<file path="src/rtl/ex_seq_ctrl.sv">
// EX-stage sequencing controller: EMPTY/RUN/FULL FSM that holds multi-beat ops in EX.
// Define EX_SEQ_PERF_EN to build the RUN and backpressure performance counters.

module ex_seq_ctrl #(
    parameter int BEAT_W = 4
) (
    input  logic              clk,
    input  logic              rst,
    input  logic              ID_valid,
    input  logic              ME_ready,
    input  logic              flush,
    input  logic              in_multi,
    input  logic [BEAT_W-1:0] in_beats,
    input  logic              unit_stall,
    output logic              valid,
    output logic              ready,
    output logic              busy,
    output logic [BEAT_W-1:0] beat_idx,
    output logic              unit_start,
    output logic              unit_step,
    output logic              res_load,
    output logic [31:0]       perf_run,
    output logic [31:0]       perf_bp
);

    typedef enum logic [1:0] {
        ST_EMPTY = 2'b00,
        ST_RUN   = 2'b01,
        ST_FULL  = 2'b10
    } state_t;

    localparam logic [BEAT_W-1:0] BEAT_ZERO = {BEAT_W{1'b0}};
    localparam logic [BEAT_W-1:0] BEAT_ONE  = {{(BEAT_W-1){1'b0}}, 1'b1};

    state_t            state_q, state_d;
    logic [BEAT_W-1:0] beat_idx_q, beat_idx_d;
    logic [BEAT_W-1:0] beats_q, beats_d;

    logic is_empty_s;
    logic is_run_s;
    logic is_full_s;
    logic ready_s;
    logic accept_s;
    logic multi_s;
    logic last_s;
    logic step_s;
    logic start_s;
    logic load_s;

    // State decode; the unused encoding decodes to nothing so it can neither accept nor emit.
    always_comb begin
        is_empty_s = 1'b0;
        is_run_s   = 1'b0;
        is_full_s  = 1'b0;
        case (state_q)
            ST_EMPTY: is_empty_s = 1'b1;
            ST_RUN:   is_run_s   = 1'b1;
            ST_FULL:  is_full_s  = 1'b1;
            default:  is_empty_s = 1'b0;
        endcase
    end

    // Handshake and iterative-unit strobes; flush suppresses every side effect.
    always_comb begin
        ready_s  = is_empty_s | (is_full_s & ME_ready);
        accept_s = ready_s & ID_valid & ~flush;
        multi_s  = in_multi & (in_beats > BEAT_ONE);
        last_s   = (beat_idx_q == (beats_q - BEAT_ONE));
        step_s   = is_run_s & ~unit_stall & ~flush;
        start_s  = step_s & (beat_idx_q == BEAT_ZERO);
        load_s   = (accept_s & ~multi_s) | (step_s & last_s);
    end

    // Next-state logic; FULL with ME_ready makes the same accept decision as EMPTY.
    always_comb begin
        state_d    = state_q;
        beat_idx_d = beat_idx_q;
        beats_d    = beats_q;
        if (flush) begin
            state_d    = ST_EMPTY;
            beat_idx_d = BEAT_ZERO;
        end else begin
            case (state_q)
                ST_EMPTY, ST_FULL: begin
                    if (accept_s && multi_s) begin
                        state_d    = ST_RUN;
                        beat_idx_d = BEAT_ZERO;
                        beats_d    = in_beats;
                    end else if (accept_s) begin
                        state_d = ST_FULL;
                    end else if (is_full_s && ME_ready) begin
                        state_d = ST_EMPTY;
                    end else begin
                        state_d = state_q;
                    end
                end
                ST_RUN: begin
                    if (step_s && last_s) begin
                        state_d    = ST_FULL;
                        beat_idx_d = BEAT_ZERO;
                    end else if (step_s) begin
                        beat_idx_d = beat_idx_q + BEAT_ONE;
                    end else begin
                        beat_idx_d = beat_idx_q;
                    end
                end
                default: begin
                    state_d    = ST_EMPTY;
                    beat_idx_d = BEAT_ZERO;
                    beats_d    = BEAT_ZERO;
                end
            endcase
        end
    end

    // FSM state, beat index and latched beat count.
    always_ff @(posedge clk or posedge rst) begin
        if (rst) begin
            state_q    <= ST_EMPTY;
            beat_idx_q <= BEAT_ZERO;
            beats_q    <= BEAT_ZERO;
        end else begin
            state_q    <= state_d;
            beat_idx_q <= beat_idx_d;
            beats_q    <= beats_d;
        end
    end

`ifdef EX_SEQ_PERF_EN
    logic [31:0] perf_run_q, perf_run_d;
    logic [31:0] perf_bp_q, perf_bp_d;

    // Counter increments; both wrap naturally at 2^32.
    always_comb begin
        perf_run_d = perf_run_q;
        perf_bp_d  = perf_bp_q;
        if (is_run_s) begin
            perf_run_d = perf_run_q + 32'd1;
        end else begin
            perf_run_d = perf_run_q;
        end
        if (is_full_s && !ME_ready) begin
            perf_bp_d = perf_bp_q + 32'd1;
        end else begin
            perf_bp_d = perf_bp_q;
        end
    end

    // Performance counter registers, cleared only by rst.
    always_ff @(posedge clk or posedge rst) begin
        if (rst) begin
            perf_run_q <= 32'd0;
            perf_bp_q  <= 32'd0;
        end else begin
            perf_run_q <= perf_run_d;
            perf_bp_q  <= perf_bp_d;
        end
    end

    assign perf_run = perf_run_q;
    assign perf_bp  = perf_bp_q;
`else
    assign perf_run = 32'd0;
    assign perf_bp  = 32'd0;
`endif

    assign valid      = is_full_s;
    assign busy       = is_run_s;
    assign ready      = ready_s;
    assign beat_idx   = beat_idx_q;
    assign unit_start = start_s;
    assign unit_step  = step_s;
    assign res_load   = load_s;

endmodule

</file>
<file path="config.mk">
export PLATFORM = sky130hd
export DESIGN_NAME = ex_seq_ctrl
export DESIGN_NICKNAME = d
export VERILOG_FILES = /design/src/rtl/ex_seq_ctrl.sv
export SDC_FILE = /design/constraint.sdc
export NUM_CORES = 1
export LEC_CHECK = 0
export ABC_AREA = 1
export CAP_MARGIN = 20
export CORE_MARGIN = 1.5
export CORE_UTILIZATION = 39
export DETAILED_ROUTE_END_ITERATION = 10
export MAX_ROUTING_LAYER = met4
export PLACE_DENSITY = 0.87
export SETUP_SLACK_MARGIN = 0.15
export SLEW_MARGIN = 0
export SYNTH_ARGS = -nofsm -noshare
export SYNTH_HDL_FRONTEND = slang
export SYNTH_SLANG_ARGS = --single-unit
</file>
<file path="constraint.sdc">
create_clock -name clk -period 5 [get_ports clk]
set_input_delay 1.25 -clock clk [delete_from_list [all_inputs] [get_ports clk]]
set_output_delay 1.25 -clock clk [all_outputs]
set_load 0.01 [all_outputs]
</file>
==> run_results.csv <==
group,metric,value,unit
status,status,"finished clean",
final_layout,fillers,323,
cts,hold_buffers,0,
timing,rsz0062_at_grt,"no",
pwr,p_sw_share,40.4,%
synthesis,yosysWarnings,0,
timing,finalSetupViolations,0,
cts,cts_sinks,10,
placed_design,dpl.hpwl,1640,um
route,wirelength,1790,um
critical_path,worstPathArrival,2940,ps
route,drtIter0Drc,17,
pwr,power.internal,0.159,mW
final_layout,final_cell_area,1290,um2
pwr,clkPwrFrac,18.8,%
placed_design,place_inst,242,
die,die-area,3580,um2
timing,fin_skew,2.08,ps
pwr,seqPwrFrac,37.9,%
critical_path,rrSetupSlack,3420,ps
grt,antenna_found_initial,0,
timing,finalWorstSetupSlack,810,ps
final_layout,antenna_cells,0,
cts,postCtsSetupRepairBufs,0,
timing,report.final.slew_viol_count,0,
synthesis,synth_edf_count,0,
synthesis,synth_top_area_cell,"buf_4",
synthesis,synth_ff_type,"dfrtp_1",
synthesis,yosys.area.top_type_share,38.1,%
pwr,power_switching,0.108,mW
timing,finalCritPeriodShare,83.8,%
synthesis,yosysMostFrequentCell,"buf_4",
cts,post_cts_resized,0,
grt,grt_max_degree,11,
placed_design,pre_cts_ws,806,ps
synthesis,ys_seq_area_share,19.9,%
final_layout,drive_gt1_share,10.4,%
synthesis,netlist_area,1260,um2
die,core,3050,um2
synthesis,synth_cell_types,20,
route,vias,890,
route,drc,0,
timing,clock.fmax,239,MHz
die,io_pins,85,
die,fp.dieH,59.8,um
final_layout,post-route-util,42.4,%
cts,cts.path.max_buffers,2,
timing,fin_tns_setup,0,ps
critical_path,crit_buf_inv,4,
synthesis,synth_area_per_cell,7.04,um2
critical_path,cp_top_family,"buffers and inverters",
grt,grt_pass1_wl,2660,um
die,die_w,59.8,um
pwr,p_leak,0.750,nW
route,avgViaCountPerCell,3.63,
grt,overflow,0,
route,ant_nets,0,
pwr,finalPower,0.267,mW
critical_path,crit_path_max_incr_delay,550,ps
die,num_rows,20,
critical_path,cp_cell_sequence,"clkdlybuf4s50_1, inv_1, a21oi_2, nand2_1, nor2_4, inv_1, o21ai_2, clkdlybuf4s50_1",
pwr,power_density,206,nW/um2
synthesis,ys_async_sr_fraction,100,%
cts,root_buffer,"clkbuf_4",
cts,htreeDepth,1,
critical_path,cp-end-kind,"output port",
placed_design,gp_congestion,0.836,
route,first_pass_iters,4,
timing,final-hold-violation-count,0,
grt,gr-usage-all-layers,9.78,%
critical_path,path_class,"in -> out",
cts,cts_tree,"built",
final_layout,final_cells,245,
cts,cts_buffers,3,
synthesis,synth-seq-cells,10,
synthesis,yosys-top-cells-area,"buf_4 38%, dfrtp_1 20%, nand2_1 9.8%, inv_1 6.0%, nand3_1 6.0%",
cts,clkLatencyLatePin,250,ps
critical_path,cp-start-kind,"primary input",
grt,grt_pass1_vias,650,
synthesis,synthCells,179,
cts,clkSlewWorstSetupHoldPaths,60,ps
route,wire_per_inst,7.29,um
critical_path,path_max_fanout,4,
critical_path,worstPathRequired,3750,ps
placed_design,io_buffers,20,
pwr,peakVddDrop,132,uV
pwr,comb_power_share,43.3,%
min_path,hp-class,"reg -> reg",
placed_design,placed_area,1270,um2
final_layout,area_delta_synth_final,2.68,%
critical_path,slowest_stage,"clkdlybuf4s50_1",
timing,min_period,4190,ps
timing,hold_ws,513,ps
die,start_util,41.3,%
synthesis,ys_top_cells_by_count,"64 x buf_4, 33 x nand2_1, 20 x inv_1",
final_layout,nNetsFinal,217,
job,maxCapViolCount,0,
[worst paths after layout]
check	end	cells after the start	startpoint
worst max-delay path	res_load	8	ME_ready
worst min-delay path	beats_q[1]	2	beats_q[1]
worst max register to register	state_q[1]	12	beats_q[0]
worst min register to register	beats_q[1]	2	beats_q[1]
max in group asynchronous	beats_q[3]	2	rst
min in group asynchronous	beats_q[2]	2	rst
[power by group through the flow]
stage	Sequential, mW	Clock (mW)	Combinational (mW)
floorplan	0.100	0	0.126
global placement	0.103	0	0.112
detailed placement	0.102	0	0.116
CTS	0.101	0.0527	0.116
global route	0.103	0.0574	0.132
finish	0.101	0.0502	0.116
[routing by layer]
layer  up-vias  GRT usage, %  share of wire, %  routed length (um)
met2        45          16.1                51                 907
met3         3         0.649               7.3                 131
met1       380          12.4                40                 723
met4         0          3.81               1.4                  25
met5         -             -                 0                   0
li1        462             -                 -                   -
[cells in the final DEF, fill, tap and decap left out]
cell type | netlist | routed
nand3_4 | 1 | 1
a21oi_2 | 1 | 1
o21ai_1 | 7 | 7
conb_1 | 1 | 64
nor2_4 | 2 | 2
nor2_2 | 1 | 1
o21ai_2 | 1 | 1
nor2_1 | 5 | 5
ha_1 | 3 | 3
dfrtp_1 | 10 | 10
nand2_2 | 2 | 2
o211ai_1 | 1 | 1
clkdlybuf4s50_1 | 0 | 20
nand2_1 | 33 | 33
xor2_1 | 2 | 2
inv_2 | 7 | 7
clkbuf_4 | 0 | 3
inv_1 | 20 | 20
nand3_2 | 1 | 1
nand3_1 | 15 | 15
nand2_4 | 2 | 2
[final cells by class]
class / instances / area [um2] / share of cell area [%]
tap: 44 / 55.1 / 4.26
sequential: 10 / 250 / 19.3
multi-input combinational: 141 / 664 / 51.4
timing repair buffer: 20 / 200 / 15.5
clock buffer: 3 / 22.5 / 1.74
inverter: 27 / 101 / 7.83
[worst min-delay path: cells and delay by family (launching register included)]
family / cells / cell delay, ps
DFF: 1 / 350
and+or+nand+nor: 2 / 140
[registers in the layout, summed over array words and instances (netlist names)]
name,count
beats_q,4
beat_idx,4
state_q,2
[kinds of logic (layout without fill, tap and decap cells)]
logic type / count (synthesis) / count (layout) / share of synthesized area [%]
buffers and inverters: 91 / 50 / 46.2
other: 1 / 64 / 0.298
adder cells (fa/ha/maj): 3 / 3 / 2.98
AND/OR/NAND/NOR: 62 / 62 / 24.5
flip-flops: 10 / 10 / 19.9
AO/OA/AOI/OAI: 10 / 10 / 4.77
XOR/XNOR: 2 / 2 / 1.39
No activity file was read; power rests on OpenSTA's default activity.
